[src/rtl/asp_tx_arq_controller_if.sv]
// Host and output-stage signal bundle for the ASP stop-and-wait ARQ controller.
// master: the controller; slave: the host/output-stage side.
interface asp_tx_arq_controller_if #(
    parameter int unsigned data_size = 32,
    parameter int unsigned tag_size  = 8
);
    logic                 host_valid_in;
    logic [data_size-1:0] host_data_in;
    logic                 host_ready_out;
    logic [1:0]           opcode_out;
    logic [data_size-1:0] tx_data_out;
    logic [tag_size-1:0]  tx_tag_out;
    logic                 net_ack_in;
    logic [tag_size-1:0]  ack_tag_in;
    logic                 parity_error_in;
    logic                 send_done_out;
    logic                 send_fail_out;
    logic                 busy_out;

    modport master (
        input  host_valid_in, host_data_in, net_ack_in, ack_tag_in, parity_error_in,
        output host_ready_out, opcode_out, tx_data_out, tx_tag_out,
               send_done_out, send_fail_out, busy_out
    );

    modport slave (
        output host_valid_in, host_data_in, net_ack_in, ack_tag_in, parity_error_in,
        input  host_ready_out, opcode_out, tx_data_out, tx_tag_out,
               send_done_out, send_fail_out, busy_out
    );
endinterface

[src/rtl/asp_tx_arq_controller.sv]
// Stop-and-wait ARQ sequencer for the ASP output stage: tags host words, retries on
// parity error or ack timeout. Define ASP_ARQ_STATS_EN to add retry/fail statistics ports.
module asp_tx_arq_controller #(
    parameter int unsigned data_size   = 32,
    parameter int unsigned tag_size    = 8,
    parameter int unsigned TIMEOUT     = 16,
    parameter int unsigned MAX_RETRIES = 3,
    localparam int unsigned TW = $clog2(TIMEOUT),
    localparam int unsigned RW = (MAX_RETRIES > 0) ? $clog2(MAX_RETRIES + 1) : 1
) (
    input  logic                   clk,
    input  logic                   reset,
    asp_tx_arq_controller_if.master bus
`ifdef ASP_ARQ_STATS_EN
    ,
    output logic [15:0]            retx_count_out,
    output logic [15:0]            fail_count_out,
    output logic [RW-1:0]          last_retries_out
`endif
);

    typedef enum logic [2:0] {
        ST_IDLE, ST_SEND, ST_WAIT_ACK, ST_RETRY, ST_DONE, ST_FAIL
    } state_t;

    state_t               state, state_next;
    logic [tag_size-1:0]  tag_q;
    logic [tag_size-1:0]  tx_tag_q;
    logic [data_size-1:0] tx_data_q;
    logic [RW-1:0]        retry_q;
    logic [TW-1:0]        timer_q;
    logic                 done_q;
    logic                 fail_q;

    logic ack_match;
    logic timer_expired;
    logic retry_last;

    assign ack_match     = bus.net_ack_in && (bus.ack_tag_in == tx_tag_q);
    assign timer_expired = (timer_q == TW'(TIMEOUT - 1));
    assign retry_last    = (retry_q == RW'(MAX_RETRIES));

    always_ff @(posedge clk or negedge reset) begin
        if (!reset) state <= ST_IDLE;
        else        state <= state_next;
    end

    // Ack outranks parity error, which outranks timeout.
    always_comb begin
        state_next = state;
        unique case (state)
            ST_IDLE:     if (bus.host_valid_in) state_next = ST_SEND;
            ST_SEND:     state_next = ST_WAIT_ACK;
            ST_WAIT_ACK: begin
                if (ack_match)                state_next = ST_DONE;
                else if (bus.parity_error_in) state_next = ST_RETRY;
                else if (timer_expired)       state_next = ST_RETRY;
            end
            ST_RETRY:    state_next = retry_last ? ST_FAIL : ST_SEND;
            ST_DONE:     state_next = ST_IDLE;
            ST_FAIL:     state_next = ST_IDLE;
            default:     state_next = ST_IDLE;
        endcase
    end

    always_comb begin
        bus.host_ready_out = (state == ST_IDLE);
        bus.busy_out       = (state != ST_IDLE);
        bus.opcode_out     = 2'b00;
        if (state == ST_SEND)     bus.opcode_out = 2'b01;
        if (state == ST_WAIT_ACK) bus.opcode_out = 2'b10;
    end

    always_ff @(posedge clk or negedge reset) begin
        if (!reset) begin
            tag_q     <= '0;
            tx_tag_q  <= '0;
            tx_data_q <= '0;
            retry_q   <= '0;
            timer_q   <= '0;
            done_q    <= 1'b0;
            fail_q    <= 1'b0;
        end else begin
            done_q <= (state == ST_DONE);
            fail_q <= (state == ST_FAIL);
            unique case (state)
                ST_IDLE: if (bus.host_valid_in) begin
                    tx_data_q <= bus.host_data_in;
                    tx_tag_q  <= tag_q;
                    retry_q   <= '0;
                end
                ST_SEND:     timer_q <= '0;
                ST_WAIT_ACK: timer_q <= timer_q + 1'b1;
                ST_RETRY:    if (!retry_last) retry_q <= retry_q + 1'b1;
                ST_DONE,
                ST_FAIL:     tag_q <= tag_q + 1'b1;
                default: ;
            endcase
        end
    end

    assign bus.tx_data_out   = tx_data_q;
    assign bus.tx_tag_out    = tx_tag_q;
    assign bus.send_done_out = done_q;
    assign bus.send_fail_out = fail_q;

`ifdef ASP_ARQ_STATS_EN
    always_ff @(posedge clk or negedge reset) begin
        if (!reset) begin
            retx_count_out   <= '0;
            fail_count_out   <= '0;
            last_retries_out <= '0;
        end else begin
            if (state == ST_RETRY && !retry_last && retx_count_out != '1)
                retx_count_out <= retx_count_out + 1'b1;
            if (state == ST_FAIL && fail_count_out != '1)
                fail_count_out <= fail_count_out + 1'b1;
            if (state == ST_DONE || state == ST_FAIL)
                last_retries_out <= retry_q;
        end
    end
`endif

endmodule
[src/flat_wrapper.sv]
// flat-port wrapper written by rule: the top's interface ports become plain ports
module asp_tx_arq_controller_flat 
#(
    parameter int unsigned data_size   = 32,
    parameter int unsigned tag_size    = 8,
    parameter int unsigned TIMEOUT     = 16,
    parameter int unsigned MAX_RETRIES = 3,
    localparam int unsigned TW = $clog2(TIMEOUT),
    localparam int unsigned RW = (MAX_RETRIES > 0) ? $clog2(MAX_RETRIES + 1) : 1
)
  (clk, reset, bus_host_valid_in, bus_host_data_in, bus_net_ack_in, bus_ack_tag_in, bus_parity_error_in, bus_host_ready_out, bus_opcode_out, bus_tx_data_out, bus_tx_tag_out, bus_send_done_out, bus_send_fail_out, bus_busy_out);
  asp_tx_arq_controller_if #(.data_size(data_size), .tag_size(tag_size)) bus_i ();
  input  logic clk;
  input  logic reset;
  input wire logic [$bits(bus_i.host_valid_in)-1:0] bus_host_valid_in;
  input wire logic [$bits(bus_i.host_data_in)-1:0] bus_host_data_in;
  input wire logic [$bits(bus_i.net_ack_in)-1:0] bus_net_ack_in;
  input wire logic [$bits(bus_i.ack_tag_in)-1:0] bus_ack_tag_in;
  input wire logic [$bits(bus_i.parity_error_in)-1:0] bus_parity_error_in;
  output wire logic [$bits(bus_i.host_ready_out)-1:0] bus_host_ready_out;
  output wire logic [$bits(bus_i.opcode_out)-1:0] bus_opcode_out;
  output wire logic [$bits(bus_i.tx_data_out)-1:0] bus_tx_data_out;
  output wire logic [$bits(bus_i.tx_tag_out)-1:0] bus_tx_tag_out;
  output wire logic [$bits(bus_i.send_done_out)-1:0] bus_send_done_out;
  output wire logic [$bits(bus_i.send_fail_out)-1:0] bus_send_fail_out;
  output wire logic [$bits(bus_i.busy_out)-1:0] bus_busy_out;
  assign bus_i.host_valid_in = bus_host_valid_in;
  assign bus_i.host_data_in = bus_host_data_in;
  assign bus_i.net_ack_in = bus_net_ack_in;
  assign bus_i.ack_tag_in = bus_ack_tag_in;
  assign bus_i.parity_error_in = bus_parity_error_in;
  assign bus_host_ready_out = bus_i.host_ready_out;
  assign bus_opcode_out = bus_i.opcode_out;
  assign bus_tx_data_out = bus_i.tx_data_out;
  assign bus_tx_tag_out = bus_i.tx_tag_out;
  assign bus_send_done_out = bus_i.send_done_out;
  assign bus_send_fail_out = bus_i.send_fail_out;
  assign bus_busy_out = bus_i.busy_out;
  asp_tx_arq_controller #(.data_size(data_size), .tag_size(tag_size), .TIMEOUT(TIMEOUT), .MAX_RETRIES(MAX_RETRIES)) u_core (.clk(clk), .reset(reset), .bus(bus_i));
endmodule
[config.mk]
export PLATFORM = sky130hd
export DESIGN_NAME = asp_tx_arq_controller_flat
export DESIGN_NICKNAME = d
export VERILOG_FILES = /design/src/rtl/asp_tx_arq_controller_if.sv /design/src/rtl/asp_tx_arq_controller.sv /design/src/flat_wrapper.sv
export SDC_FILE = /design/constraint.sdc
export NUM_CORES = 1
export LEC_CHECK = 0
export CORE_MARGIN = 4
export CORE_UTILIZATION = 45
export DETAILED_ROUTE_END_ITERATION = 7
export HOLD_SLACK_MARGIN = 0.02
export PLACE_DENSITY = 0.8
export SLEW_MARGIN = 20
export SYNTH_ARGS = -nofsm -noshare
export SYNTH_HDL_FRONTEND = slang
export SYNTH_SLANG_ARGS = --single-unit
[constraint.sdc]
create_clock -name clk -period 2.1 [get_ports clk]
set_clock_uncertainty 0.1 [all_clocks]
set_input_delay 0.42 -clock clk [delete_from_list [all_inputs] [get_ports clk]]
set_output_delay 0.42 -clock clk [all_outputs]
set_load 0.03 [all_outputs]
==> results.yml, run 1 <==
synth:
  ys_seq_area_frac: 0.5793
  ys_types: 33
  synth_top_area_frac: 0.5793
  synthTopCellsByArea: "dfrtp_1 58%, mux2_1 13%, mux2_4 5.9%"
  syn_avg_cell_area_um2: 14.08
  synthCells: 181
  synth_top_area_cell: "dfrtp_1"
  yosysWarnings: 0
  synthesis.nets: 229
  ys_seq_elements: 59
  synth_area_mm2: 0.002549
routing:
  route.detailed.drc: 0
  wl_um: 5299
  drt-vias-per-instance: 4.891
  vias: 1751
  ant_nets: 0
  first_iter_violations: 80
  first_pass_iters: 4
  wire_per_inst_um: 14.80
grt:
  grt-ovfl-total: 0
  grt_pass1_wl_um: 8838
  grt_max_degree: 60
  antenna_found_initial: 0
  grt_pass1_vias: 1784
  track_usage: 0.1607
place:
  place_hpwl_um: 3892
  place_congestion: 0.8047
  dp.cells: 342
  port_buffers: 90
  place_ws_ns: 0.1502
worst_setup_path:
  worst_setup_path_end_kind: "output port"
  cp_max_fo: 5
  slowest_stage: "dlygate4sd2_1"
  criticalPathCategory: "reg2out"
  critical_path_buf_inv_count: 1
  critPathMaxStageDelay_ns: 0.45
  worstPathArrival_ns: 1.46
  cp-start-kind: "flip-flop"
  critical_path.top_delay_family: "buffers and inverters"
  path_cells: "nor3_2 > dlygate4sd2_1"
  cp_data_required_time_ns: 1.58
sta:
  setup_viol: 0
  slew_violations: 0
  worstMarginPinSlew_ns: 0.3330
  worst_slack_ns: 0.1209
  hold_slack_ns: 0.3746
  rsz0062_at_grt: "false"
  relSlewSlack: 0.7773
  fin_crit_ns: 1.979
  timing.fmax_mhz: 505.3
  hold_viol_final: 0
  totalNegativeSetupSlack_ns: 0
  period_share: 0.9424
die:
  rows: 27
  fp.dieW_um: 83.26
  die_y_um: 83.26
  dieArea_mm2: 0.006931
  initial_core_util: 0.4628
  pin_count: 91
  core_area_mm2: 0.005507
layout:
  antenna-diode-count: 0
  nNetsFinal: 330
  layout-drive-gt1-share: 0.1364
  layout.cells.non_filler: 358
  area_delta_synth_final_pct: 46.59
  nFillCells: 406
worst_hold_path:
  min_path_type: "reg2reg"
clock_tree:
  cts_setup_buffers: 0
  cts.htree.levels: 3
  cts_tree: "built"
  cts_sinks: 59
  cts_buffer_depth: 2
  clock_latency_ns: 0.32
  numCtsBuffers: 9
  clockRootBuffer: "clkbuf_8"
  clk_pin_slew_ns: 0.06
flow_run:
  cap_viol_max_count: 0
pwr:
  ir_drop_mv: 0.6799
  power_leakage_nw: 1.638
  p_per_area_mw_per_mm2: 1431
status:
  outcome: "complete, no violations"
-- report_power, final --
| part | leakage (nW) | internal [mW] | total (mW) | switching [mW] |
|---|---|---|---|---|
| clock network | 0.0881 | 0.537 | 0.953 | 0.416 |
| registers | 0.745 | 1.55 | 1.79 | 0.248 |
| logic | 0.805 | 1.23 | 2.60 | 1.37 |
| total | 1.64 | 3.31 | 5.35 | 2.04 |
-- area by class of cell --
cell class | instances | area, um^2 | share of cell area
clock buffers | 10 | 127.6 | 0.03416
clock inverters | 5 | 55.05 | 0.01474
inverters | 3 | 11.26 | 0.003014
multi-input cells | 111 | 989.7 | 0.2649
flip-flops and latches | 59 | 1476 | 0.3952
well taps | 72 | 90.09 | 0.02411
repair buffers | 98 | 985.9 | 0.2639
-- path summary, 6_finish.rpt --
path / startpoint / end / slack, ns / cells after the start
setup / recovery: u_core.state[0] / bus_host_ready_out / 0.12 / 2
hold / removal: u_core.tag_q[7] / u_core.tag_q[7] / 0.37 / 1
setup reg to reg: u_core.state[0] / u_core.retry_q[1] / 0.40 / 5
hold reg to reg: u_core.tag_q[7] / u_core.tag_q[7] / 0.37 / 1
max in group asynchronous: reset / u_core.bus.tx_tag_out[1] / 1.10 / 3
min in group asynchronous: reset / u_core.bus.tx_data_out[10] / 0.55 / 3
-- cell families (layout without fill, tap and decap cells) --
logic type	Yosys count	after routing	share of synthesized area
DFF	59	59	0.5793
muxes	41	41	0.1959
and+or+nand+nor	34	34	0.07708
xor gates and xnor gates	17	17	0.05842
AOI/OAI and AO/OA	16	16	0.04173
buffers and inverters	11	116	0.03288
adders and majority gates	3	3	0.01473
-- stage by stage --
| stage | util | total power [mW] | instance area (um^2) |
|---|---|---|---|
| 6_report | 0.6785 | 5.347 | 3736 |
| 5_1_grt | 0.6785 | 5.632 | 3736 |
| 4_1_cts | 0.6792 | 5.422 | 3740 |
| 3_5_place_dp | 0.6449 | 4.464 | 3551 |
| 3_3_place_gp | 0.6449 | 4.396 | 3551 |
| 2_1_floorplan | - | 3.395 | 2549 |
-- worst reg2reg max path: cells and delay by family (launching register included) --
family	cells	cell delay [ns]
simple gates	2	0.62
compound gates	2	0.26
buf+inv	1	0.19
flops	1	0.43
-- repair_timing --
action,4_1_cts,5_1_grt
setup endpoints to repair,3,1
gates resized for setup,3,2
hold buffers,1,0
gates cloned,0,0
endpoints found under the hold margin,59,0
-- registers in the layout (all words and copies together) (netlist names) --
signal / flops
u_core.bus.tx_data_out: 32
u_core.tag_q: 8
u_core.bus.tx_tag_out: 8
u_core.state: 3
u_core.bus.send_done_out: 1
u_core.bus.send_fail_out: 1
u_core.timer_q: 4
u_core.retry_q: 2
-- layer usage --
layer | GRT usage | routed length (um)
met3 | 0.04663 | 373
met1 | 0.2178 | 2510
met2 | 0.2413 | 2382
met5 | 0 | 0
met4 | 0.06686 | 33
-- placed cells by master (no fill, tap or decap), drive strengths merged, types with 5 or more instances in the layout --
| cell type | count |
|---|---|
| xnor2 | 15 |
| dfrtp | 59 |
| buf | 9 |
| a22o | 5 |
| mux2 | 41 |
| clkbuf | 11 |
| nor2 | 5 |
| clkdlybuf4s50 | 85 |
| nand2 | 6 |
-- synth_stat cells (all sizes together) --
| cell type | instances |
|---|---|
| a211oi | 1 |
| a21oi | 4 |
| a22o | 5 |
| and2 | 2 |
| and3 | 3 |
| and4 | 1 |
| buf | 7 |
| clkbuf | 1 |
| dfrtp | 59 |
| ha | 3 |
| inv | 3 |
| mux2 | 41 |
| nand2 | 6 |
| nand2b | 1 |
| nand3 | 4 |
| nand4 | 3 |
| nor2 | 5 |
| nor2b | 1 |
| nor3 | 4 |
| nor4 | 1 |
| nor4b | 2 |
| o21ai | 4 |
| o22ai | 1 |
| o41ai | 1 |
| or4 | 1 |
| xnor2 | 15 |
| xor2 | 2 |
No activity file was read; power rests on OpenSTA's default activity.
==> run 2, diff against run 1 <==
SLEW_MARGIN = default   (was 20)
==> results of run 2 <==
The final DEF is identical to that of run 1; final timing and power are the same.
